File: src/rtl/slot_allocator_if.sv
// Allocation/return handshake bundle between a slot consumer and slot_allocator.
// The consumer side drives requests (master); the allocator answers with
// one-cycle grant/nack pulses and the granted index (slave).
interface slot_allocator_if;
  logic       alloc_req;
  logic       alloc_gnt;
  logic       alloc_nack;
  logic [3:0] alloc_idx;
  logic       free_req;
  logic [3:0] free_idx;

  modport master (
    output alloc_req,
    output free_req,
    output free_idx,
    input  alloc_gnt,
    input  alloc_nack,
    input  alloc_idx
  );

  modport slave (
    input  alloc_req,
    input  free_req,
    input  free_idx,
    output alloc_gnt,
    output alloc_nack,
    output alloc_idx
  );
endinterface

File: src/rtl/slot_allocator.sv
// slot_allocator: registered 16-slot allocator.
// Keeps a busy bitmap, feeds it to an external lowest-zero priority encoder
// (busy -> enc_out, combinational) and uses the encoder result to grant the
// lowest free slot one cycle after a request. Slots are returned with
// free_req/free_idx. used_cnt, full and empty are registered with the bitmap.
// Optional feature macro: SLOT_ALLOC_ERR_EN adds a sticky err output that
// flags frees of idle slots and out-of-range encoder results (> 16).
module slot_allocator (
  input  logic              clk,
  input  logic              rst,
  slot_allocator_if.slave   bus,
  output logic [15:0]       busy,
  input  logic [4:0]        enc_out,
  output logic [4:0]        used_cnt,
  output logic              full,
  output logic              empty
`ifdef SLOT_ALLOC_ERR_EN
  ,
  output logic              err
`endif
);

  // Slot count and index width are tied to the 16-bit encoder.
  localparam int N_SLOTS = 16;
  localparam int IDX_W   = 4;

  // Architectural state
  logic [N_SLOTS-1:0] busy_reg;
  logic [N_SLOTS-1:0] busy_next;
  logic [4:0]         used_cnt_reg;
  logic [4:0]         used_cnt_next;
  logic               full_reg;
  logic               empty_reg;

  // Response registers
  logic               alloc_gnt_reg;
  logic               alloc_nack_reg;
  logic [IDX_W-1:0]   alloc_idx_reg;

  // Decoded request qualifiers, all based on the pre-edge bitmap
  logic               none_free;
  logic               alloc_ok;
  logic               alloc_refused;
  logic               free_ok;
  logic [IDX_W-1:0]   alloc_slot;

  // enc_out[4] covers both "16 = none free" and any out-of-range code above 16,
  // so a corrupt encoder result can never produce a grant.
  assign none_free     = enc_out[4];
  assign alloc_slot    = enc_out[IDX_W-1:0];
  assign alloc_ok      = bus.alloc_req && !none_free;
  assign alloc_refused = bus.alloc_req && none_free;
  assign free_ok       = bus.free_req && busy_reg[bus.free_idx];

  // Per-slot next-state: the allocated slot is clear pre-edge and the freed
  // slot is set pre-edge, so set and clear never target the same bit.
  generate
    for (genvar gi = 0; gi < N_SLOTS; gi++) begin : g_slot
      logic set_bit;
      logic clr_bit;
      assign set_bit       = alloc_ok && (alloc_slot == IDX_W'(gi));
      assign clr_bit       = free_ok && (bus.free_idx == IDX_W'(gi));
      assign busy_next[gi] = (busy_reg[gi] && !clr_bit) || set_bit;
    end
  endgenerate

  // Count tracks popcount(busy): +1 per grant, -1 per effective free.
  always_comb begin
    used_cnt_next = used_cnt_reg;
    if (alloc_ok && !free_ok) begin
      used_cnt_next = used_cnt_reg + 5'd1;
    end else if (!alloc_ok && free_ok) begin
      used_cnt_next = used_cnt_reg - 5'd1;
    end
  end

  // Bitmap, counter and occupancy flags advance together.
  always_ff @(posedge clk) begin
    if (rst) begin
      busy_reg     <= '0;
      used_cnt_reg <= '0;
      full_reg     <= 1'b0;
      empty_reg    <= 1'b1;
    end else begin
      busy_reg     <= busy_next;
      used_cnt_reg <= used_cnt_next;
      full_reg     <= (used_cnt_next == 5'(N_SLOTS));
      empty_reg    <= (used_cnt_next == 5'd0);
    end
  end

  // Grant/nack are single-cycle pulses; the index holds until the next grant.
  always_ff @(posedge clk) begin
    if (rst) begin
      alloc_gnt_reg  <= 1'b0;
      alloc_nack_reg <= 1'b0;
      alloc_idx_reg  <= '0;
    end else begin
      alloc_gnt_reg  <= alloc_ok;
      alloc_nack_reg <= alloc_refused;
      if (alloc_ok) begin
        alloc_idx_reg <= alloc_slot;
      end
    end
  end

`ifdef SLOT_ALLOC_ERR_EN
  logic err_reg;
  logic err_event;

  assign err_event = (bus.free_req && !busy_reg[bus.free_idx]) ||
                     (enc_out > 5'd16);

  // Sticky error: once set, only reset clears it.
  always_ff @(posedge clk) begin
    if (rst) begin
      err_reg <= 1'b0;
    end else if (err_event) begin
      err_reg <= 1'b1;
    end
  end

  assign err = err_reg;
`endif

  assign busy           = busy_reg;
  assign used_cnt       = used_cnt_reg;
  assign full           = full_reg;
  assign empty          = empty_reg;
  assign bus.alloc_gnt  = alloc_gnt_reg;
  assign bus.alloc_nack = alloc_nack_reg;
  assign bus.alloc_idx  = alloc_idx_reg;

endmodule

File: src/flat_wrapper.sv
// flat-port wrapper written by rule: the top's interface ports become plain ports
module slot_allocator_flat 
  (clk, rst, busy, enc_out, used_cnt, full, empty, bus_alloc_req, bus_free_req, bus_free_idx, bus_alloc_gnt, bus_alloc_nack, bus_alloc_idx);
  slot_allocator_if bus_i ();
  input  logic clk;
  input  logic rst;
  output logic [15:0] busy;
  input  logic [4:0] enc_out;
  output logic [4:0] used_cnt;
  output logic full;
  output logic empty;
  input wire logic [$bits(bus_i.alloc_req)-1:0] bus_alloc_req;
  input wire logic [$bits(bus_i.free_req)-1:0] bus_free_req;
  input wire logic [$bits(bus_i.free_idx)-1:0] bus_free_idx;
  output wire logic [$bits(bus_i.alloc_gnt)-1:0] bus_alloc_gnt;
  output wire logic [$bits(bus_i.alloc_nack)-1:0] bus_alloc_nack;
  output wire logic [$bits(bus_i.alloc_idx)-1:0] bus_alloc_idx;
  assign bus_i.alloc_req = bus_alloc_req;
  assign bus_i.free_req = bus_free_req;
  assign bus_i.free_idx = bus_free_idx;
  assign bus_alloc_gnt = bus_i.alloc_gnt;
  assign bus_alloc_nack = bus_i.alloc_nack;
  assign bus_alloc_idx = bus_i.alloc_idx;
  slot_allocator u_core (.clk(clk), .rst(rst), .bus(bus_i), .busy(busy), .enc_out(enc_out), .used_cnt(used_cnt), .full(full), .empty(empty));
endmodule
File: config.mk
export PLATFORM = sky130hd
export DESIGN_NAME = slot_allocator_flat
export DESIGN_NICKNAME = d
export VERILOG_FILES = /design/src/rtl/slot_allocator_if.sv /design/src/rtl/slot_allocator.sv /design/src/flat_wrapper.sv
export SDC_FILE = /design/constraint.sdc
export NUM_CORES = 1
export LEC_CHECK = 0
export ABC_AREA = 0
export CORE_ASPECT_RATIO = 1.1
export CORE_MARGIN = 2
export CORE_UTILIZATION = 66
export DETAILED_ROUTE_END_ITERATION = 6
export DONT_BUFFER_PORTS = 1
export PLACE_DENSITY = 0.82
export SYNTH_ARGS = -nofsm -noshare
export SYNTH_HDL_FRONTEND = slang
export SYNTH_SLANG_ARGS = --single-unit
File: constraint.sdc
create_clock -name clk -period 4.5 [get_ports clk]
set_input_delay 0.9 -clock clk [delete_from_list [all_inputs] [get_ports clk]]
set_output_delay 0.9 -clock clk [all_outputs]
set_load 0.05 [all_outputs]
# After elaboration in Yosys (flattened, before gate mapping)
# Cells that the tools add are included.
# classes
add_sub_neg	2
multipliers	0
div_mod_pow	0
n_lt_le_gt_ge	1
n_eq_ne	31
shift	0
muxes	4
bitwise	0
n_reduce_logical	91
# ops
cell	count
$eq 4x4->1 const B	16
$logic_and 1x1->1	53
$eq 4x3->1 const B	8
$logic_not 1->1	19
$eq 4x2->1 const B	4
$logic_or 1x1->1	16
$mux 5	2
$eq 4x1->1 const B	2
$logic_not 4->1	2
$add 5x1->5 const B	1
$eq 5x5->1 const B	1
$logic_not 5->1	1
$lt 4x5->1 const B	1
$sub 5x1->5 const B	1
$bmux 1 s4	1
$mux 1	1
# word_totals
reg_bits	29
latchBits	0
ram_bits	0
rom_bits	0
input_bits	13
output_inout_bits	29
wordCells	136
n_memories	0

# Longest topological paths before layout
# logic_depth
ltp_word	7
depth_mapped	8
depth_no_buf	7

# Worst setup path before layout
# Ideal clock, no wire load.
# synth_path
path_type	input port to flip-flop
from	in bus_free_idx[0]
to	reg u_core.used_cnt_reg[1], in the netlist u_core.used_cnt[1]
setup_ns	0.086
arrival_time_ns	2.493
required_ns	4.414
slack_ns	1.920
cell_stages	6
n_path_buf	1
cell_sequence	buf_6 -> mux4_2 -> o2111ai_4 -> nand2_4 -> maj3_2 -> a221oi_2
# synth_between
elab_chain_cells	6
word_cells_on_any_way	8
classes_between	4 x mux; 4 x reduce/logical
# synth_rtl
item	line_no	rtl
start: declaration	flat_wrapper.sv:14	input wire logic [$bits(bus_i.free_idx)-1:0] bus_free_idx;
$bmux 1 s4 (*)	slot_allocator.sv:53	assign free_ok = bus.free_req && busy_reg[bus.free_idx];
$mux 1 (implied by the code) (*)	slot_allocator.sv:53	
$logic_and 1x1->1 (*)	slot_allocator.sv:53	
$logic_and 1x1->1 or $logic_not 1->1 (tied branches)	slot_allocator.sv:72, slot_allocator.sv:70	
$mux 5 or $logic_and 1x1->1 (tied branches)	slot_allocator.sv:72, slot_allocator.sv:70	
$mux 5 (*)	slot_allocator.sv:70	if (alloc_ok && !free_ok) begin
end signal: assignment	slot_allocator.sv:86	used_cnt_reg <= used_cnt_next;
end: declaration	slot_allocator.sv:30	logic [4:0] used_cnt_reg;
# Mark *: on every way between the ends. The rest lies on a longest branch, timed or not. The select of a mux whose other input is x is not followed.
# A chain may end at the register's enable or synchronous reset.

# Worst setup path in the final report
# layout_path
from	reg u_core.busy_reg[13], in the netlist u_core.busy[13]
to	reg u_core.busy_reg[12], in the netlist u_core.busy[12]
# layout_between
elab_chain_cells	7
# layout_rtl
item	line_no	rtl
start: declaration	slot_allocator.sv:28	logic [N_SLOTS-1:0] busy_reg;
start signal: assignment	slot_allocator.sv:85	busy_reg <= busy_next;
$bmux 1 s4	slot_allocator.sv:53	
$mux 1 (implied by the code)	slot_allocator.sv:53	
$logic_and 1x1->1	slot_allocator.sv:53	
$logic_and 1x1->1	slot_allocator.sv:62	assign clr_bit = free_ok && (bus.free_idx == IDX_W'(gi));
$logic_not 1->1	slot_allocator.sv:63	assign busy_next[gi] = (busy_reg[gi] && !clr_bit) || set_bit;
$logic_and 1x1->1	slot_allocator.sv:63	
$logic_or 1x1->1	slot_allocator.sv:63	
# Every way passes these cells. The select of a mux whose other input is x is not followed.

==> results.yml <==
outcome:
  status: "finished clean"
synth:
  syn_avg_cell_area_um2: 8.332
  synthMuxAreaShare: 0.04393
  synth_ff_type: "dfxtp_1"
  synth_area_leaders: "dfxtp_1, nand2_1, a21oi_1"
  yosys.area_share.simple: 0.2588
  synth_top_family_by_area: "simple AND/OR/NAND/NOR gates"
  synth_commonest_cells: "nand2_1, dfxtp_1, a21oi_1, o21ai_0, nor2_1"
  ys_seq_elements: 29
  yosysWarnings: 0
  synthAdderAreaFrac: 0.02316
  synth_cell_types: 45
  synth-compound-area-share: 0.2484
  synth_most_common_cell: "nand2_1"
  synth_top_cell_area_share: 0.3706
  synth_seq_area_share: 0.3706
  synth_xor_area_frac: 0.01118
  syn_nets: 203
  netlist_area_um2: 1567
  yosys.area.top_type: "dfxtp_1"
  synthArstFlopShare: 0
  synthCells: 188
  synth_edf_count: 0
critical_path:
  start_kind: "flop"
  r2r-start: "u_core.busy[13]"
  regToRegSetupSlack_ns: 2.05
  crit_chain: "mux4_1 -> nor2b_1 -> nor4_1 -> nand2_1 -> o21ai_0 -> a21oi_1"
  crit_start: "u_core.busy[13]"
  critical_path_class: "flop to flop"
  cp-end-kind: "flop"
  path_buf_inv: 0
  crit_fanout: 4
  worstReg2RegEnd: "u_core.busy[12]"
  critPathTopFamily: "simple AND/OR/NAND/NOR gates"
  max_stage_delay_ns: 0.68
  crit_slowest_cell: "nor4_1"
  worstPathRequired_ns: 4.74
  worstPathArrival_ns: 2.69
  worst_r2r_path_depth: 6
placement:
  placed_cell_area_um2: 1554
  dp_hpwl_mm: 2.623
  port_buffers: 0
  placed_cells: 209
  gp_congestion: 0.8380
die:
  rows: 18
  die_area_um2: 2780
  num_io_pins: 42
  core_um2: 2252
  initial_core_util: 0.6956
  die_w_um: 50.45
  die_h_um: 55.10
clock_network:
  cts_hold_repair.buffers: 0
  h-tree-depth: 2
  cts_max_path_buffers: 2
  clk-insertion-delay-late_ns: 0.34
  numCtsBuffers: 5
  path_clk_slew_ns: 0.10
  cts_tree: "built"
  root_buffer: "clkbuf_4"
  cts_setup_buffers: 0
  clkSinkCount: 29
  ctsResizeCount: 0
global_route:
  grt_pass1_wl_mm: 5.830
  grt_pass1_vias: 1278
  grt_max_degree: 27
  overflow: 0
  antenna_found_initial: 0
  track_usage: 0.2869
sta:
  fin_setup_tns_ns: 0
  setup_viol: 0
  period_minus_slack_ns: 2.449
  finalMaxSlewViolations: 0
  fmax_mhz: 408.4
  fin_skew_ns: 0.009990
  relSlewSlack: 0.4935
  fin_crit_sh: 0.5442
  rsz0062_at_grt: "no"
  finalHoldViolCount: 0
  worst_pin_slew_ns: 0.7529
final_layout:
  antenna_cells: 0
  final_nets: 201
  area_growth_pct: 5.751
  multiInputGateArea_um2: 917.1
  num-fill-cells: 188
  fin_cells: 217
  drive_above_1_share: 0.1230
  ff_latch_area_um2: 580.6
  finalInstanceArea_um2: 1657
  largest_reg_flops: 16
drt:
  wire_per_inst_um: 17.08
  drt_iter0_drc: 47
  antenna_left: 0
  firstDrtPassIters: 4
  drc: 0
  routed_via_density: 6.525
  vias: 1416
  routed_wl_mm: 3.707
power_and_ir_drop:
  p_leak_nw: 0.5975
  vdd_drop_max_mv: 0.3897
  power_density_nw_per_um2: 428.5
worst_hold_path:
  hold_end: "u_core.bus.alloc_idx[3]"
  holdCritPathClass: "input pin to flop"
  min_from: "rst"
  hold_depth: 1
flow_run:
  max_cap_violations: 0
layout by cell type (no fill, tap or decap), drive strengths merged, types with 2 or more instances in the layout:
cell type	n
a22oi	2
and3	2
a2111oi	2
nand3	7
nor3	3
clkbuf	5
or2	3
nand2b	5
dfxtp	29
nor2b	6
nor4	3
nand2	33
o21ai	18
xnor2	2
and2	3
a21oi	23
or4	2
o211ai	2
bufinv	2
nand4	2
mux2i	2
ha	2
inv	5
mux4	2
nor2	9
kinds of logic (layout without fill, tap and decap cells):
group           after synthesis  in the layout
xor+xnor                      2              2
flops                        29             29
simple gates                 80             80
fa+ha+maj                     3              3
mux                           4              4
buf+inv                      14             13
compound gates               56             56
metrics by stage:
stage	power (mW)	util	hold WS, ns	setup slack (ns)
3_3_place_gp	0.4389	0.6900	0.6880	1.912
4_1_cts	0.7142	0.7356	0.5978	2.062
6_report	0.7099	0.7356	0.6163	2.051
3_5_place_dp	0.4440	0.6900	0.6916	1.817
2_1_floorplan	0.4326	-	0.6754	1.920
5_1_grt	0.7369	0.7356	0.5969	1.920
worst max-delay path by stage:
| stage | endpoint | depth (start not counted) |
|---|---|---|
| floorplan | u_core.used_cnt[1] | 6 |
| global placement | u_core.full | 6 |
| detailed placement | u_core.full | 6 |
| CTS | u_core.busy[12] | 6 |
| global route | u_core.busy[6] | 6 |
| finish | u_core.busy[12] | 6 |
power breakdown:
group / internal (mW) / leakage (nW) / total (mW) / switching, mW
registers: 0.270 / 0.236 / 0.336 / 0.0659
clock network: 0.172 / 0.0552 / 0.269 / 0.0968
logic: 0.0451 / 0.307 / 0.105 / 0.0598
total: 0.487 / 0.598 / 0.710 / 0.222
cell type report:
cell class	count	share of cell area
sequential	29	0.3505
clock buffer	5	0.02266
inverter	5	0.01133
clock inverter	3	0.03927
tap	30	0.02266
multi-input combinational	145	0.5536
per-layer routing:
layer	routed length, um	track usage
met1	1544	0.3540
met2	1691	0.4518
met3	407	0.09409
met4	63	0.1532
met5	0	0
Power figures use the tool's default switching activity.
